`config.mk`:
```
export PLATFORM = sky130hd
export DESIGN_NAME = muldiv_seq
export DESIGN_NICKNAME = d
export VERILOG_FILES = /design/src/rtl/muldiv_pkg.sv /design/src/rtl/muldiv_seq.sv
export SDC_FILE = /design/constraint.sdc
export NUM_CORES = 1
export LEC_CHECK = 0
export CAP_MARGIN = 30
export CORE_MARGIN = 2
export CORE_UTILIZATION = 54
export CTS_CLUSTER_SIZE = 8
export DETAILED_ROUTE_END_ITERATION = 12
export PLACE_DENSITY = 0.84
export SYNTH_ARGS = -nofsm -noshare
export SYNTH_HDL_FRONTEND = slang
export SYNTH_SLANG_ARGS = --single-unit
```
`constraint.sdc`:
```
create_clock -name clk -period 10.82 [get_ports clk]
set_input_delay 1.623 -clock clk [delete_from_list [all_inputs] [get_ports clk]]
set_output_delay 1.623 -clock clk [all_outputs]
set_load 0.01 [all_outputs]
```
`src/rtl/muldiv_pkg.sv`:
```
// Shared types and constants for the iterative multiply/divide sequencer.
package muldiv_pkg;

  localparam int MD_WIDTH = 32;
  localparam int MD_ITERS = 32;

  typedef enum logic [1:0] {
    MD_MULT  = 2'd0,
    MD_MULTU = 2'd1,
    MD_DIV   = 2'd2,
    MD_DIVU  = 2'd3
  } md_op_t;

  typedef enum logic [2:0] {
    IDLE = 3'd0,
    PREP = 3'd1,
    RUN  = 3'd2,
    FIX  = 3'd3,
    DONE = 3'd4
  } md_state_t;

  // Divide ops have op[1] set.
  function automatic logic md_is_div(input md_op_t o);
    return o[1];
  endfunction

  // Signed ops (MULT, DIV) have op[0] clear.
  function automatic logic md_is_signed(input md_op_t o);
    return ~o[0];
  endfunction

endpackage

```
`src/rtl/muldiv_seq.sv`:
```
// Iterative MULT/MULTU/DIV/DIVU sequencer driving the HI/LO registers.
//
// state | meaning
// ------+--------------------------------------------------------------
// IDLE  | waiting for start; operands captured on the accepting edge
// PREP  | magnitudes and result signs computed, accumulator loaded
// RUN   | one shift-add or restoring-divide step per cycle, 32 cycles
// FIX   | signs applied (or divide-by-zero result forced), hi/lo loaded
// DONE  | done/enhilo pulse for one cycle, then back to IDLE
module muldiv_seq
  import muldiv_pkg::*;
#(
  parameter int WIDTH = MD_WIDTH,
  parameter int ITERS = WIDTH
) (
  input  logic             clk,
  input  logic             rst,
  input  logic             start,
  input  logic [1:0]       op,
  input  logic [WIDTH-1:0] a,
  input  logic [WIDTH-1:0] b,
  output logic             busy,
  output logic             stall_FETCH,
  output logic             done,
  output logic             enhilo,
  output logic [WIDTH-1:0] hi,
  output logic [WIDTH-1:0] lo
);

  localparam int CW = (ITERS > 1) ? $clog2(ITERS) : 1;
  localparam int AW = 2 * WIDTH + 1;

  localparam logic [2:0] S_IDLE = 3'(IDLE);
  localparam logic [2:0] S_PREP = 3'(PREP);
  localparam logic [2:0] S_RUN  = 3'(RUN);
  localparam logic [2:0] S_FIX  = 3'(FIX);
  localparam logic [2:0] S_DONE = 3'(DONE);

  localparam logic [CW-1:0] CNT_LAST = CW'(ITERS - 1);

  logic [2:0]       state_q, state_d;
  md_op_t           op_q, op_d;
  logic [WIDTH-1:0] a_q, a_d;
  logic [WIDTH-1:0] b_q, b_d;
  logic [WIDTH-1:0] opnd_q, opnd_d;
  logic [AW-1:0]    acc_q, acc_d;
  logic [CW-1:0]    cnt_q, cnt_d;
  logic             neg_res_q, neg_res_d;
  logic             neg_rem_q, neg_rem_d;
  logic [WIDTH-1:0] hi_q, hi_d;
  logic [WIDTH-1:0] lo_q, lo_d;

  logic             op_signed;
  logic             op_div;
  logic [WIDTH-1:0] mag_a;
  logic [WIDTH-1:0] mag_b;
  logic [WIDTH:0]   mul_sum;
  logic [AW-1:0]    mul_next;
  logic [AW-1:0]    div_shift;
  logic [WIDTH:0]   div_trial;
  logic [AW-1:0]    div_next;
  logic [2*WIDTH-1:0] prod_mag;
  logic [2*WIDTH-1:0] prod_neg;
  logic [WIDTH-1:0] quo_mag;
  logic [WIDTH-1:0] rem_mag;

  assign op_signed = md_is_signed(op_q);
  assign op_div    = md_is_div(op_q);

  // Magnitudes; 0x80000000 negates to itself, which is the correct unsigned magnitude.
  assign mag_a = (op_signed && a_q[WIDTH-1]) ? (~a_q + 1'b1) : a_q;
  assign mag_b = (op_signed && b_q[WIDTH-1]) ? (~b_q + 1'b1) : b_q;

  // Multiply step: conditional add into the upper half (carry kept in the top bit), then shift right.
  assign mul_sum  = acc_q[AW-1:WIDTH] + {1'b0, opnd_q};
  assign mul_next = acc_q[0] ? ({mul_sum, acc_q[WIDTH-1:0]} >> 1) : (acc_q >> 1);

  // Divide step: shift remainder:quotient left, trial subtract; the shifted remainder is below
  // twice the divisor, so bit WIDTH of the trial result is a reliable borrow.
  assign div_shift = {acc_q[AW-2:0], 1'b0};
  assign div_trial = div_shift[AW-1:WIDTH] - {1'b0, opnd_q};
  assign div_next  = div_trial[WIDTH] ? div_shift
                                      : {1'b0, div_trial[WIDTH-1:0], div_shift[WIDTH-1:1], 1'b1};

  assign prod_mag = acc_q[2*WIDTH-1:0];
  assign prod_neg = ~prod_mag + 1'b1;
  assign quo_mag  = acc_q[WIDTH-1:0];
  assign rem_mag  = acc_q[2*WIDTH-1:WIDTH];

  // Next-state and datapath update for the sequencer.
  always_comb begin
    state_d   = state_q;
    op_d      = op_q;
    a_d       = a_q;
    b_d       = b_q;
    opnd_d    = opnd_q;
    acc_d     = acc_q;
    cnt_d     = cnt_q;
    neg_res_d = neg_res_q;
    neg_rem_d = neg_rem_q;
    hi_d      = hi_q;
    lo_d      = lo_q;

    case (state_q)
      S_IDLE: begin
        if (start) begin
          op_d    = md_op_t'(op);
          a_d     = a;
          b_d     = b;
          state_d = S_PREP;
        end
      end

      S_PREP: begin
        neg_res_d = op_signed & (a_q[WIDTH-1] ^ b_q[WIDTH-1]);
        neg_rem_d = op_signed & a_q[WIDTH-1];
        cnt_d     = '0;
        if (op_div) begin
          opnd_d = mag_b;
          acc_d  = {{(WIDTH + 1){1'b0}}, mag_a};
        end else begin
          opnd_d = mag_a;
          acc_d  = {{(WIDTH + 1){1'b0}}, mag_b};
        end
        state_d = S_RUN;
      end

      S_RUN: begin
        acc_d = op_div ? div_next : mul_next;
        cnt_d = cnt_q + 1'b1;
        if (cnt_q == CNT_LAST) begin
          state_d = S_FIX;
        end
      end

      S_FIX: begin
        if (op_div) begin
          if (b_q == '0) begin
            lo_d = '1;
            hi_d = a_q;
          end else begin
            lo_d = neg_res_q ? (~quo_mag + 1'b1) : quo_mag;
            hi_d = neg_rem_q ? (~rem_mag + 1'b1) : rem_mag;
          end
        end else begin
          {hi_d, lo_d} = neg_res_q ? prod_neg : prod_mag;
        end
        state_d = S_DONE;
      end

      S_DONE: begin
        state_d = S_IDLE;
      end

      default: begin
        state_d = S_IDLE;
      end
    endcase
  end

  // State and datapath registers; reset aborts any operation in flight.
  always_ff @(posedge clk or posedge rst) begin
    if (rst) begin
      state_q   <= S_IDLE;
      op_q      <= MD_MULT;
      a_q       <= '0;
      b_q       <= '0;
      opnd_q    <= '0;
      acc_q     <= '0;
      cnt_q     <= '0;
      neg_res_q <= 1'b0;
      neg_rem_q <= 1'b0;
      hi_q      <= '0;
      lo_q      <= '0;
    end else begin
      state_q   <= state_d;
      op_q      <= op_d;
      a_q       <= a_d;
      b_q       <= b_d;
      opnd_q    <= opnd_d;
      acc_q     <= acc_d;
      cnt_q     <= cnt_d;
      neg_res_q <= neg_res_d;
      neg_rem_q <= neg_rem_d;
      hi_q      <= hi_d;
      lo_q      <= lo_d;
    end
  end

  assign busy        = (state_q == S_PREP) || (state_q == S_RUN) || (state_q == S_FIX);
  assign stall_FETCH = (start && (state_q == S_IDLE)) || busy;
  assign done        = (state_q == S_DONE);
  assign enhilo      = done;
  assign hi          = hi_q;
  assign lo          = lo_q;

endmodule

```
==> impl.org <==
** Clock tree
- TritonCTS created 36 clock buffers.
- Buffer depth of the longest clock path :: 3
- Once the clock tree was built, the resizer swapped 0 gates to a different size.
- Clock-pin slew was measured on the worst setup and hold paths at 50 ps.
- TritonCTS clock tree :: built
- H-Tree Depth :: 2
- The tree built by TritonCTS fans out to 237 sinks.
- The number of hold buffers added after CTS was 0.
- Clock tree synthesis selected as its root buffer the cell clkbuf_16.
- After clock tree synthesis, the setup repair step added 0 buffers.
- Later-pin clock latency in the skew report :: 530 ps

** Placement
- Timing analysis after detailed placement gives a worst setup slack of 5480 ps.
- Summing all placed instances gives a cell area of 19,200 sq um.
- Input/output buffers :: 136
- Summed over all nets, the half-perimeter wirelength after detailed placement is 40.7 mm.
- Routability-driven placement finished with a final weighted congestion of 0.942.

** STA
- Fraction of the cycle the final worst path needs :: 50.5%
- Setup repair after global routing left no endpoint under its margin.
- After layout, the minimum clock period comes to 5460 ps.
- Fin Clk Skew :: 31.3 ps
- The max-slew violation total from the final report was 0.
- Final setup violating endpoints :: 0
- Summed over all failing endpoints, the final setup total negative slack is 0 ps.
- Max frequency :: 0.183 GHz
- The final hold violation count is 0.
- Headroom to the max-slew limit came out at 33.1%.
- Once routing completed, OpenROAD measured the worst setup slack at 5360 ps.
- Measured slew at the worst slew-check pin :: 995 ps

** Synth
- Async set or reset register ratio after synthesis :: 100%
- Gate count of the mapped netlist :: 2,166
- Most common flop cell mapped by yosys :: dfrtp_1
- Summing the sequential cell areas from Yosys gives 33.4% of the chip area.
- Counting flops with a built-in enable in the synthesized netlist gives 0.
- Counting every net in the synthesized netlist gives 2,308.
- #FFs+latches synth :: 237
- After synthesis, the netlist uses 77 different library cells.
- Mapped Avg Cell Area :: 8.19 sq um
- The mapped netlist covers 17,700 sq um.
- By area the synthesized netlist is led by dfrtp_1, o21ai_0, nand2_1.
- Synth top area share :: 33.4%
- Of all cell types, the one taking the most synthesized area is dfrtp_1.
- The Yosys step of the flow raised 0 warnings.

** Hold path
- In this run the worst hold path is classified as reg2reg.

** Pwr
- Clock network fraction of total power :: 13.0%
- Internal portion of total power :: 3.87 mW
- Switching power of the nets :: 3.92 mW
- Dividing total power by cell area gives a power density of 386 nW/um^2.
- Fraction of power spent switching nets :: 50.4%
- Max VDD drop :: 0.203 mV
- Combinational logic is responsible for 61.3% of the overall power.
- Per report_power, the sequential group accounts for 25.7% of the total.
- For this design the static power due to leakage is 8.54 nW.

** Die
- Row count :: 66
- Initial core utilization :: 54.7%
- In this run the vertical extent of the chip is 185 microns.
- Top-Level Pins :: 137
- Die width :: 185 microns
- The die covers 34,300 sq um.
- CORE AREA :: 32,500 sq um

** Setup path
- Of all nets on the critical path, the largest fanout is 49.
- Worst Path Required :: 11,180 ps
- Startpoint kind of the worst setup timing path :: flip-flop
- Type of destination of the critical path :: flip-flop
- Critical path class :: reg2reg
- R2R setup slack :: 5360 ps
- Data on the critical path arrives at its endpoint at 5820 ps.

** Route
- After detailed routing, the number of remaining DRC violations is 0.
- The detailed router placed 17,030 vias in this run.
- Vias per cell :: 6.43
- Final wirelength :: 56.6 mm
- The first detailed-routing pass ran for 6 iterations.
- DRC marker count from the first detailed-route iteration :: 1,988
- Antenna Violating Nets Remaining :: 0
- Average routed wire per standard cell :: 21.4 microns

** GRT
- Initial antenna violation count :: 2
- GRT Residual Overflow :: 0
- Global routing used 32.9% of the available tracks across all layers.
- The first global-routing pass estimated 88.7 mm of wire.
- Entering global routing, the biggest net connects 94 pins.
- Via count of the first global-routing pass :: 15,958

** Outcome
- The flow ran to the end, and the final reports show no timing, DRC or antenna violations.

** Final layout
- Area growth from synthesis to layout :: 13.8%
- # diodes :: 0
- Measured on the finished design, the core utilization comes to 62.2%.
- Fill cells in the final layout number 2,645.
- Finished layout cell area :: 20,200 sq um
- Fraction of final layout cells sized beyond drive strength 1 :: 6.85%
- Fin nets :: 2,339

** Job
- Across the run, the number of max-cap violations was 0.
per-layer routing:
layer	wire length, microns	track usage [%]	up-vias
met1	23400	47.2	8063
met2	24500	49.2	1012
li1	-	-	7785
met4	2450	13.8	4
met3	6140	5.47	166
met5	23	0	-
synth_stat cells, types with 21 or more instances:
| cell type | number |
|---|---|
| a211oi_1 | 33 |
| a21o_1 | 30 |
| a21oi_1 | 160 |
| a31oi_1 | 39 |
| clkbuf_1 | 134 |
| dfrtp_1 | 237 |
| ha_1 | 71 |
| inv_1 | 66 |
| mux2_2 | 60 |
| mux2i_1 | 55 |
| nand2_1 | 288 |
| nand2b_1 | 21 |
| nand3_1 | 21 |
| nor2_1 | 155 |
| nor2b_1 | 22 |
| nor3_1 | 40 |
| o21ai_0 | 235 |
| o221ai_1 | 34 |
| o31ai_1 | 29 |
| xnor2_1 | 79 |
| xor2_1 | 106 |
cells in the final DEF (no fill, tap or decap), drive strengths merged, types with 12 or more instances in the layout:
master	n
inv	69
nor2	155
clkdlybuf4s50	136
a22o	14
nand2	288
nor4	14
a21o	30
buf	20
nor3	40
ha	71
o41ai	12
nor2b	22
o31ai	31
and3	13
a21oi	160
mux2i	55
or4	12
a31oi	39
mux2	60
xor2	106
a211oi	33
xnor2	79
dfrtp	237
nand3	21
o211ai	18
nand4	12
o21ai	241
or3	20
nand2b	22
o221ai	34
clkbuf	43
logic make-up (layout without fill, tap and decap cells):
group / count (synthesis) / in the layout / share of synthesized area [%]
adders and majority gates: 73 / 73 / 5.23
AOI/OAI and AO/OA: 672 / 672 / 23.4
buffers and inverters: 231 / 270 / 5.05
xor gates and xnor gates: 185 / 185 / 9.13
DFF: 237 / 237 / 33.4
muxes: 115 / 115 / 6.91
and+or+nand+nor: 653 / 653 / 16.8
critical path, cell delays in order, from the launching register on:
cell       delay [ps]
dfrtp_1           430
inv_1             140
ha_1              210
fa_1              220
nand2b_1          130
a21oi_1            90
o31a_1            370
a2111oi_0         640
nor3_1            200
o211a_1           280
a31oi_1           330
a21oi_1           110
o21ai_0           160
a21oi_1            90
ha_1              270
buf_4             470
clkinv_1          480
a221o_1           460
a21oi_1           140
a311oi_1           60
area by class of cell:
type / count / area [sq um] / share of cell area (%)
tap: 442 / 553 / 2.74
multi-input combinational: 1698 / 10900 / 54.2
clock inverter: 3 / 26.3 / 0.130
timing repair buffer: 156 / 1530 / 7.59
sequential: 237 / 5930 / 29.4
clock buffer: 43 / 948 / 4.70
inverter: 68 / 263 / 1.30
state kept, by name (all words and copies together), names as in the netlist:
name	flops
neg_res_q	1
a_q	32
state_q	3
neg_rem_q	1
hi	32
lo	32
op_q	2
cnt_q	5
opnd_q	32
b_q	32
acc_q	65
power by group through the flow:
stage	Clock, mW	Combinational, mW	Sequential, mW
global route	1.05	5.20	2.05
global placement	0	4.50	1.94
CTS	1.01	4.67	1.97
detailed placement	0	4.62	1.98
finish	1.01	4.78	2.00
floorplan	0	3.51	1.66
per-stage QoR:
stage	hold WS, ps	cells	total power, mW
after detailed placement	470	2601	6.60
after global placement	467	2599	6.44
final	480	2647	7.79
after global routing	507	2647	8.30
after CTS	481	2647	7.65
after floorplan	449	2166	5.17
path summary, 6_finish.rpt:
path | from | depth (start not counted) | endpoint
worst max-delay path | acc_q[31]$_DFFE_PP0P_ | 19 | acc_q[53]$_DFFE_PP0P_
worst min-delay path | hi[5]$_DFFE_PP0P_ | 2 | hi[5]$_DFFE_PP0P_
worst max register to register | acc_q[31]$_DFFE_PP0P_ | 19 | acc_q[53]$_DFFE_PP0P_
worst min register to register | hi[5]$_DFFE_PP0P_ | 2 | hi[5]$_DFFE_PP0P_
max in group asynchronous | rst | 3 | hi[12]$_DFFE_PP0P_
min in group asynchronous | rst | 2 | lo[25]$_DFFE_PP0P_
Power figures use the tool's default switching activity.
==> RTL change: new RTL, same flow settings <==
Reset style: synchronous (`rst`), changed in one clocked block.
--- a/src/rtl/muldiv_seq.sv
+++ b/src/rtl/muldiv_seq.sv
@@ -159,7 +159,7 @@
   end
 
   // State and datapath registers; reset aborts any operation in flight.
-  always_ff @(posedge clk or posedge rst) begin
+  always_ff @(posedge clk) begin
     if (rst) begin
       state_q   <= S_IDLE;
       op_q      <= MD_MULT;
Function: differs if rst is asserted again (counterexample within 4 cycles, from zero or initial values and one cycle with rst high); with rst held inactive, the same outputs for 10 cycles.
==> RTL change against the unedited design <==
First-iteration DRC count rose by 23%. Final area fell by 0.94%. Sequential cell count did not move. Area after synthesis fell by 0.44%. Sequential share of layout area fell by 5.6 points. Setup slack got worse by 0.27 ns. Wire length rose by 14%. Global-route usage rose by 4.3 points. Critical endpoint is now acc_q[63].
Power is not compared: it rests on default switching activity, and its combinational part moved more than twofold at a synthesized area within 25%.
==> RTL change: results (changes against the unedited design) <==
Logic synthesis
The synthesis warning total was 0 (unchanged). The dominant synthesized flop cell is sky130_fd_sc_hd__dfxtp_1. The fraction of registers with async set or reset after synthesis is 0 (-1.00). The distinct cell type count after synthesis is 86 (+12%). The sequential-to-total area share from yosys stat is 0.269 (-0.0657). Ranked by instance count, the synthesized netlist is headed by 351 x sky130_fd_sc_hd__nand2_1, 304 x sky130_fd_sc_hd__a21oi_1, 237 x sky130_fd_sc_hd__dfxtp_1.

The cell count after synthesis is 2417 (+12%). In the post-synthesis netlist, the biggest area contributors are sky130_fd_sc_hd__dfxtp_1 27%, sky130_fd_sc_hd__a21oi_1 8.6%, sky130_fd_sc_hd__nand2_1 7.5%.

Finish
The area growth from synthesis to layout is 13.2%. The layout cell share with drive strength beyond 1 came to 0.0483 (-0.0202). The fill cell total of the finished layout is 2921 (+10%). The net total in the final layout came to 2559 (+9.4%).

Global routing
The total track usage is 0.373 (+0.0432). The number of antenna violations at the first check in global routing came to 1 (-1). The first-pass GRT wire length is 99100 um (+12%). The via count of the first global-routing pass came to 17.5k (+9.4%). The met3 layer usage reported by global route is 0.0916 (+0.0370). The global routing usage on met2 is 0.561 (+0.0685). The met1 track demand over resource in global routing is 0.482 (+0.0101).

Place
The instance count after placement with tap cells included is 2822 (+8.5%). The pre-CTS worst setup slack is 5.37 ns (-0.105 ns). The instance area at placement came to 19000 um2 (-0.96%). The routability congestion estimate from global placement is 1.04 (+11%). The post-detailed-placement half-perimeter wirelength came to 46800 um (+15%).

Route
The routed via count divided by cell count is 6.59 (+2.4%). The routed length on met1 came to 25200 um (+7.4%). The highest signal layer in the routed design is met4. The met2 wire length came to 27700 um (+13%).

The final wirelength is 64600 um (+14%). The average detailed-routed wire length per instance is 22.5 um (+5.5%). The first-iteration detailed-routing DRC count was 2439 (+23%). The routed length on met3 came to 7370 um (+20%).

Critical path
The largest driver fanout on the critical path is 34 (-31%). The setup slack on the worst flop-to-flop path is 5.09 ns (-0.27 ns). The delay of the slowest cell on the worst path is 0.59 ns (-0.05 ns). The endpoint of the most critical register-to-register path is acc_q[63]. The largest individual stage delay along the critical path comes from the cell sky130_fd_sc_hd__nor2_1.

The count of cells along the worst register-to-register path is 17 (-2). The worst register-to-register path begins at acc_q[37].

STA
The worst-case hold slack came to 0.454 ns (-0.0261 ns). The maximum achievable frequency came to 174 MHz (-4.7%). The final setup skew is 0.0220 ns (-0.00934 ns). The actual transition at the worst max-transition pin is 1.11 ns (+0.115 ns).

Worst hold path
The worst hold path begins at hi[12]. The worst hold path terminates at hi[12].

CTS
The total CTS buffers is 35 (-2.8%).

Outcome
The flow ran to the end, and the final reports show no timing, DRC or antenna violations.
## RTL change: cell count changes after synthesis, sizes merged, moves of 27 or more
| cell | change |
|---|---|
| clkbuf | +35 |
| dfrtp | -237 |
| mux2 | -56 |
| o221ai | -27 |
| o21ai | -72 |
| o211ai | +44 |
| nand2 | +63 |
| a21oi | +145 |
| dfxtp | +237 |
## RTL change: area by class of cell
type	count	area share
Multi-Input combinational cell	1921	0.596
Inverter	59	0.0111
Clock buffer	41	0.0470
Clock inverter	1	0.00100
Timing Repair Buffer	163	0.0791
Tap cell	442	0.0277
Antenna cell	3	0.000375
Sequential cell	237	0.237
## RTL change: cell families after synthesis
family                     count (synthesis)  synth area share
muxes                                     63            0.0360
buffers and inverters                    259            0.0576
DFF                                      237             0.269
xor gates and xnor gates                 190            0.0942
and+or+nand+nor                          784             0.206
AOI/OAI and AO/OA                        811             0.285
adders and majority gates                 73            0.0526
